===== src/rtl/serial_adder_pkg.sv =====
// Shared types and helpers for the bit-serial adder.
package serial_adder_pkg;

  typedef enum logic [1:0] {IDLE, RUN, DONE} sa_state_t;

  // Bit counter width: $clog2(width), never below one bit.
  function automatic int unsigned cnt_width(input int unsigned width);
    return (width <= 2) ? 1 : $clog2(width);
  endfunction

endpackage


===== src/rtl/fa_cell.sv =====
// Combinational 1-bit full adder; the single arithmetic cell of serial_adder.
module fa_cell (
  input  logic a,
  input  logic b,
  input  logic c,
  output logic sum,
  output logic carry
);

  assign sum   = a ^ b ^ c;
  assign carry = (a & b) | (a & c) | (b & c);

endmodule


===== src/rtl/serial_adder.sv =====
// Bit-serial ripple adder: LSB-first, one full-adder evaluation per clock,
// carry held in a flop between bits.
module serial_adder
  import serial_adder_pkg::*;
#(
  parameter int unsigned WIDTH = 8
) (
  input  logic             clk,
  input  logic             rst,
  input  logic             start,
  input  logic [WIDTH-1:0] a_in,
  input  logic [WIDTH-1:0] b_in,
  output logic             busy,
  output logic             done,
  output logic [WIDTH-1:0] sum_out,
  output logic             carry_out
);

  localparam int unsigned CW = cnt_width(WIDTH);

  sa_state_t        state, state_nxt;
  logic [WIDTH-1:0] a_sh, b_sh, sum_sh, sum_nxt;
  logic [CW-1:0]    cnt;
  logic             carry;
  logic             fa_sum, fa_carry;
  logic             last_bit;

  fa_cell u_fa (
    .a     (a_sh[0]),
    .b     (b_sh[0]),
    .c     (carry),
    .sum   (fa_sum),
    .carry (fa_carry)
  );

  assign last_bit = (cnt == CW'(WIDTH - 1));
  // Shift the new sum bit in at the MSB; written as a truncated shift so it
  // also holds for WIDTH == 1.
  assign sum_nxt  = WIDTH'({fa_sum, sum_sh} >> 1);

  always_ff @(posedge clk or posedge rst) begin
    if (rst) state <= IDLE;
    else     state <= state_nxt;
  end

  always_comb begin
    state_nxt = state;
    unique case (state)
      IDLE:    if (start) state_nxt = RUN;
      RUN:     if (last_bit) state_nxt = DONE;
      DONE:    state_nxt = IDLE;
      default: state_nxt = IDLE;
    endcase
  end

  always_comb begin
    busy = (state == RUN) || (state == DONE);
    done = (state == DONE);
  end

  always_ff @(posedge clk or posedge rst) begin
    if (rst) begin
      a_sh      <= '0;
      b_sh      <= '0;
      sum_sh    <= '0;
      carry     <= 1'b0;
      cnt       <= '0;
      sum_out   <= '0;
      carry_out <= 1'b0;
    end else begin
      unique case (state)
        IDLE: begin
          if (start) begin
            a_sh   <= a_in;
            b_sh   <= b_in;
            sum_sh <= '0;
            carry  <= 1'b0;
            cnt    <= '0;
          end
        end
        RUN: begin
          a_sh   <= a_sh >> 1;
          b_sh   <= b_sh >> 1;
          sum_sh <= sum_nxt;
          carry  <= fa_carry;
          cnt    <= cnt + 1'b1;
          if (last_bit) begin
            sum_out   <= sum_nxt;
            carry_out <= fa_carry;
          end
        end
        default: ;
      endcase
    end
  end

endmodule

===== config.mk =====
export PLATFORM = sky130hd
export DESIGN_NAME = serial_adder
export DESIGN_NICKNAME = d
export VERILOG_FILES = /design/src/rtl/serial_adder_pkg.sv /design/src/rtl/fa_cell.sv /design/src/rtl/serial_adder.sv
export SDC_FILE = /design/constraint.sdc
export NUM_CORES = 1
export LEC_CHECK = 0
export CORE_MARGIN = 2
export CORE_UTILIZATION = 52
export DETAILED_ROUTE_END_ITERATION = 12
export HOLD_SLACK_MARGIN = 0.06
export PLACE_DENSITY_LB_ADDON = 0.25
export SKIP_LAST_GASP = 1
export SLEW_MARGIN = 25
export SYNTH_ARGS = -nofsm -noshare
export SYNTH_HDL_FRONTEND = slang
export SYNTH_SLANG_ARGS = --single-unit

===== constraint.sdc =====
create_clock -name clk -period 2 [get_ports clk]
set_clock_uncertainty 0.1 [all_clocks]
set_input_delay 0.2 -clock clk [delete_from_list [all_inputs] [get_ports clk]]
set_output_delay 0.2 -clock clk [all_outputs]
set_load 0.01 [all_outputs]

* Yosys cells after proc, flatten, opt, wreduce, memory -nomap -nowiden *
Index checks and enable logic that the tools add are counted.

word-level totals
  output and inout bits = 11
  bits of input ports = 19
  register bits after elaboration = 39

operators by class
  eq/ne operators = 5
  reductions and logical operators = 6
  multiplexer cells = 13
  add/subtract/negate cells = 1
  bitwise gates (word level) = 7

operator list
  kind                                                             number
  8-bit case mux with 2 select lines                               3
  8-bit two-way mux                                                3
  3-bit case mux with 2 select lines                               1
  2-bit AND reduction                                              3
  2-bit two-way mux                                                2
  2-bit != test, second input constant                             2
  2-bit case mux with 2 select lines                               1
  3-bit by 1-bit adder with 3-bit output, second input constant    1
  1-bit AND                                                        3
  3-bit == test, second input constant                             1
  3-bit two-way mux                                                1
  2-bit by 1-bit == test with 1-bit output, second input constant  1
  2-bit == test, second input constant                             1
  2-bit zero test                                                  1
  1-bit bitwise OR                                                 2
  1-bit case mux with 2 select lines                               1
  2-bit nonzero test                                               1
  1-bit bitwise XOR                                                2
  1-bit logical OR                                                 1
  1-bit two-way mux                                                1

* Depth between registers and ports, before layout *
  depth after elaboration = 4
  mapped depth = 7

* Hierarchy *
A second synthesis with hierarchy kept.

second synthesis, totals
  cells, all modules = 145
  area, all modules = 1825.5 sq um

by module, submodules not included
  module        cells an instance  area an instance (sq um)  times used
  serial_adder  144                1805.5                    1
  fa_cell       1                  20.0                      1

* Worst setup path after synthesis *
No wires, ideal clock.

  kind = register to register
  start point = register state[1]
  end point = register carry_out
  path buffers = 2
  period minus slack after synthesis = 1.573 ns
  stages on the path, launching flop included = 7
  required time = 1.772 ns
  path slack = 0.427 ns
  arrival = 1.346 ns
  path through = dfrtp_1 -> inv_1 -> ha_1 -> buf_4 -> buf_4 -> nand2_2 -> mux2_1

on the way
  cells in the longest elaborated chain, start to end = 2

ends and longest elaborated chain
  what                                      line                source
  from (decl)                               serial_adder.sv:21  sa_state_t state, state_nxt;
  from (signal assigned)                    serial_adder.sv:43  else state <= state_nxt;
  2-bit by 1-bit == test with 1-bit output  serial_adder.sv:71  unique case (state)
  2-bit AND reduction (no line)             -
  to (signal assigned)                      serial_adder.sv:89  carry_out <= fa_carry;
  to (decl)                                 serial_adder.sv:16  output logic carry_out

No other way between the ends.
A chain may end at the register's enable or synchronous reset.

* Worst setup path after layout *
  start point = register state[0]
  end point = output busy

on the way
  cells in the longest elaborated chain, start to end = 2

ends and longest elaborated chain
  what                                                                       line                source
  2-bit by 1-bit == test with 1-bit output or 2-bit == test (tied branches)  serial_adder.sv:57  busy = (state == RUN) || (state == DONE);
  1-bit logical OR (*)                                                       serial_adder.sv:57
  to (decl)                                                                  serial_adder.sv:13  output logic busy,

Every way passes the cells marked *; elsewhere a longest branch is shown, timed or not.

==> results.cfg <==
[outcome]
status = complete, no violations

[grt]
grt_pass1_wl_um = 5340
first_global_vias = 1152
grt_usage = 0.196
grt_max_degree = 39
grt_antenna_before_repair = 0
gr-total-overflow = 0

[timing]
min_period_over_period = 0.952
min_period_ns = 1.90
finalSetupTns_ns = 0
worst_slew_pin_slew_ns = 0.472
fmax_ghz = 0.525
max_slew_margin = 0.686
final_hold_viol_count = 0
setup_viol = 0
finalMaxSlewViolations = 0
rsz0062_at_grt = true

[setup_path]
crit_chain = inv_1, ha_1, clkdlybuf4s50_1
cp_slowest_cell = clkdlybuf4s50_1
critPathLaunchType = flip-flop
path_max_fanout = 3
cp.required_ns = 1.70
critical_path_buf_inv_count = 2
crit_arrival_ns = 1.60
r2r_end = b_sh[6]$_DFFE_PP0P_
critPathKind = flip-flop to primary output
crit_path_end_kind = primary output
rr_worst_depth = 5
r2r-start = state[0]$_DFFE_PP0P_
cp_top_family = buffers and inverters
max_stage_delay_ns = 0.53
r2r_setup_slack_ns = 0.12

[layout]
fillers = 247
diodes = 0
post_route_cells_drive_above_1_share = 0.172
final_common_cell = dfrtp_1
final_cell_mix = dfrtp_1 (38), clkdlybuf4s50_1 (29), a22o_1 (12)
areaGrowthSynthToFinish_pct = 21.6
final_nets = 187

[die]
die_x_um = 61.5
dieArea_um2 = 3780
initial_core_util = 0.554
core_area_um2 = 3100
die_y_um = 61.5
num_rows = 20
io_pins = 30

[logic_synthesis]
syn-num-nets = 154
synth_cells = 129
ys.flop_type = dfrtp_1
synth_edf_count = 0
async_flop_share = 1.00
postSynthAreaPerCell_um2 = 13.3
synth-warning-count = 0
ys_types = 28
syn_area_um2 = 1720
synth-seq-cells = 38
ys_seq_area_frac = 0.554

[detailed_routing]
vias = 1137
vias_per_cell = 5.49
drtPass1Iterations = 4
drtAntennaViolNets = 0
drc_errors = 0
drt-total-wl_um = 3240
first_iter_violations = 46
wire_per_inst_um = 15.6

[hold_path]
hp-class = input port to async pin

[power]
power.total_mw = 2.94
ir_drop_mv = 0.782
powerDensity_nw_per_um2 = 1410
leakage_nw = 0.939

[clock_tree]
numCtsBuffers = 5
cts_tree = built
clkTransAtPathRegs_ns = 0.11
cts_max_level = 2
cts.sinks = 38
hold_buffers = 0
clock-root-buffer = clkbuf_4
clockBufferDepth = 2
clk_latency_ns = 0.34

[place]
hpwlAfterDp_um = 2270
gp_congestion = 0.934
io_buffer_count = 29

[flow_run]
maxCapViolations = 0
registers in the layout (all words and copies together) (netlist names):
signal	count
a_sh	8
b_sh	8
sum_out	8
sum_sh	7
cnt	3
state	2
carry	1
carry_out	1
worst max path at each step:
stage                         start               endpoint  slack [ns]  depth (start not counted)
2_1_floorplan  state[1]$_DFFE_PP0P_  carry_out$_DFFE_PP0P_        0.43                          6
3_3_place_gp   state[0]$_DFFE_PP0P_    a_sh[1]$_DFFE_PP0P_        0.23                          5
3_5_place_dp   state[0]$_DFFE_PP0P_    a_sh[2]$_DFFE_PP0P_        0.15                          5
4_1_cts        state[0]$_DFFE_PP0P_                   busy        0.09                          3
5_1_grt        state[0]$_DFFE_PP0P_    b_sh[6]$_DFFE_PP0P_       -0.02                          5
6_report       state[0]$_DFFE_PP0P_                   busy         0.1                          3
per-stage QoR:
step / cell area, um^2 / worst slack [ns] / hold slack, ns / util / instances
3_5_place_dp: 2020 / 0.154 / 0.381 / 0.650 / 198
6_report: 2090 / 0.0952 / 0.165 / 0.673 / 207
5_1_grt: 2090 / -0.0177 / 0.182 / 0.673 / 207
2_1_floorplan: 1720 / 0.427 / 0.233 / - / 129
3_3_place_gp: 2020 / 0.233 / 0.372 / 0.650 / 198
4_1_cts: 2080 / 0.0895 / 0.164 / 0.671 / 206
cell usage after synthesis (2+ instances only):
| cell type | count | share of area |
|---|---|---|
| buf_6 | 4 | 0.026 |
| inv_1 | 8 | 0.017 |
| nand3_1 | 2 | 0.0058 |
| o22ai_1 | 2 | 0.0073 |
| a22o_1 | 12 | 0.061 |
| or3_1 | 10 | 0.036 |
| a221oi_1 | 3 | 0.015 |
| nor2_1 | 3 | 0.0066 |
| nand2_2 | 3 | 0.011 |
| buf_4 | 3 | 0.013 |
| a21oi_1 | 4 | 0.012 |
| mux2_1 | 9 | 0.059 |
| o21ai_1 | 2 | 0.0058 |
| ha_1 | 5 | 0.036 |
| o221a_2 | 7 | 0.046 |
| dfrtp_1 | 38 | 0.55 |
| o221a_1 | 3 | 0.020 |
worst min-delay path: cells and delay by family:
kind,cells,cell delay (ns)
buf+inv,3,0.86
timing repair:
item	CTS	global route
setup endpoints to repair	0	6
setup buffers	0	1
resized for setup	0	0
area by class of cell:
type | instances | area, um^2 | share of cell area
Sequential cell | 38 | 951 | 0.455
Multi-Input combinational cell | 76 | 669 | 0.320
Timing Repair Buffer | 33 | 320 | 0.153
Tap cell | 44 | 55.1 | 0.0263
Clock buffer | 6 | 51.3 | 0.0246
Inverter | 8 | 30.0 | 0.0144
Clock inverter | 2 | 12.5 | 0.00599
cell families after synthesis:
| group | after synthesis | synth area share |
|---|---|---|
| multiplexers | 10 | 0.0670 |
| adder cells (fa/ha/maj) | 6 | 0.0481 |
| buffers and inverters | 15 | 0.0568 |
| AO/OA/AOI/OAI | 33 | 0.167 |
| AND/OR/NAND/NOR | 27 | 0.108 |
| flip-flops | 38 | 0.554 |
power by group:
group	internal, mW	total, mW	switching, mW
registers	1.07	1.27	0.203
logic	0.634	1.25	0.615
clock network	0.169	0.420	0.251
total	1.87	2.94	1.07
per-layer routing:
metal / track usage / up-vias / wire length, um
met2: 0.298 / 26 / 1490
met3: 0.0567 / 4 / 132
li1: - / 548 / -
met5: 0 / - / 0
met1: 0.272 / 559 / 1580
met4: 0.0638 / 0 / 34
No activity file was read; power rests on OpenSTA's default activity.
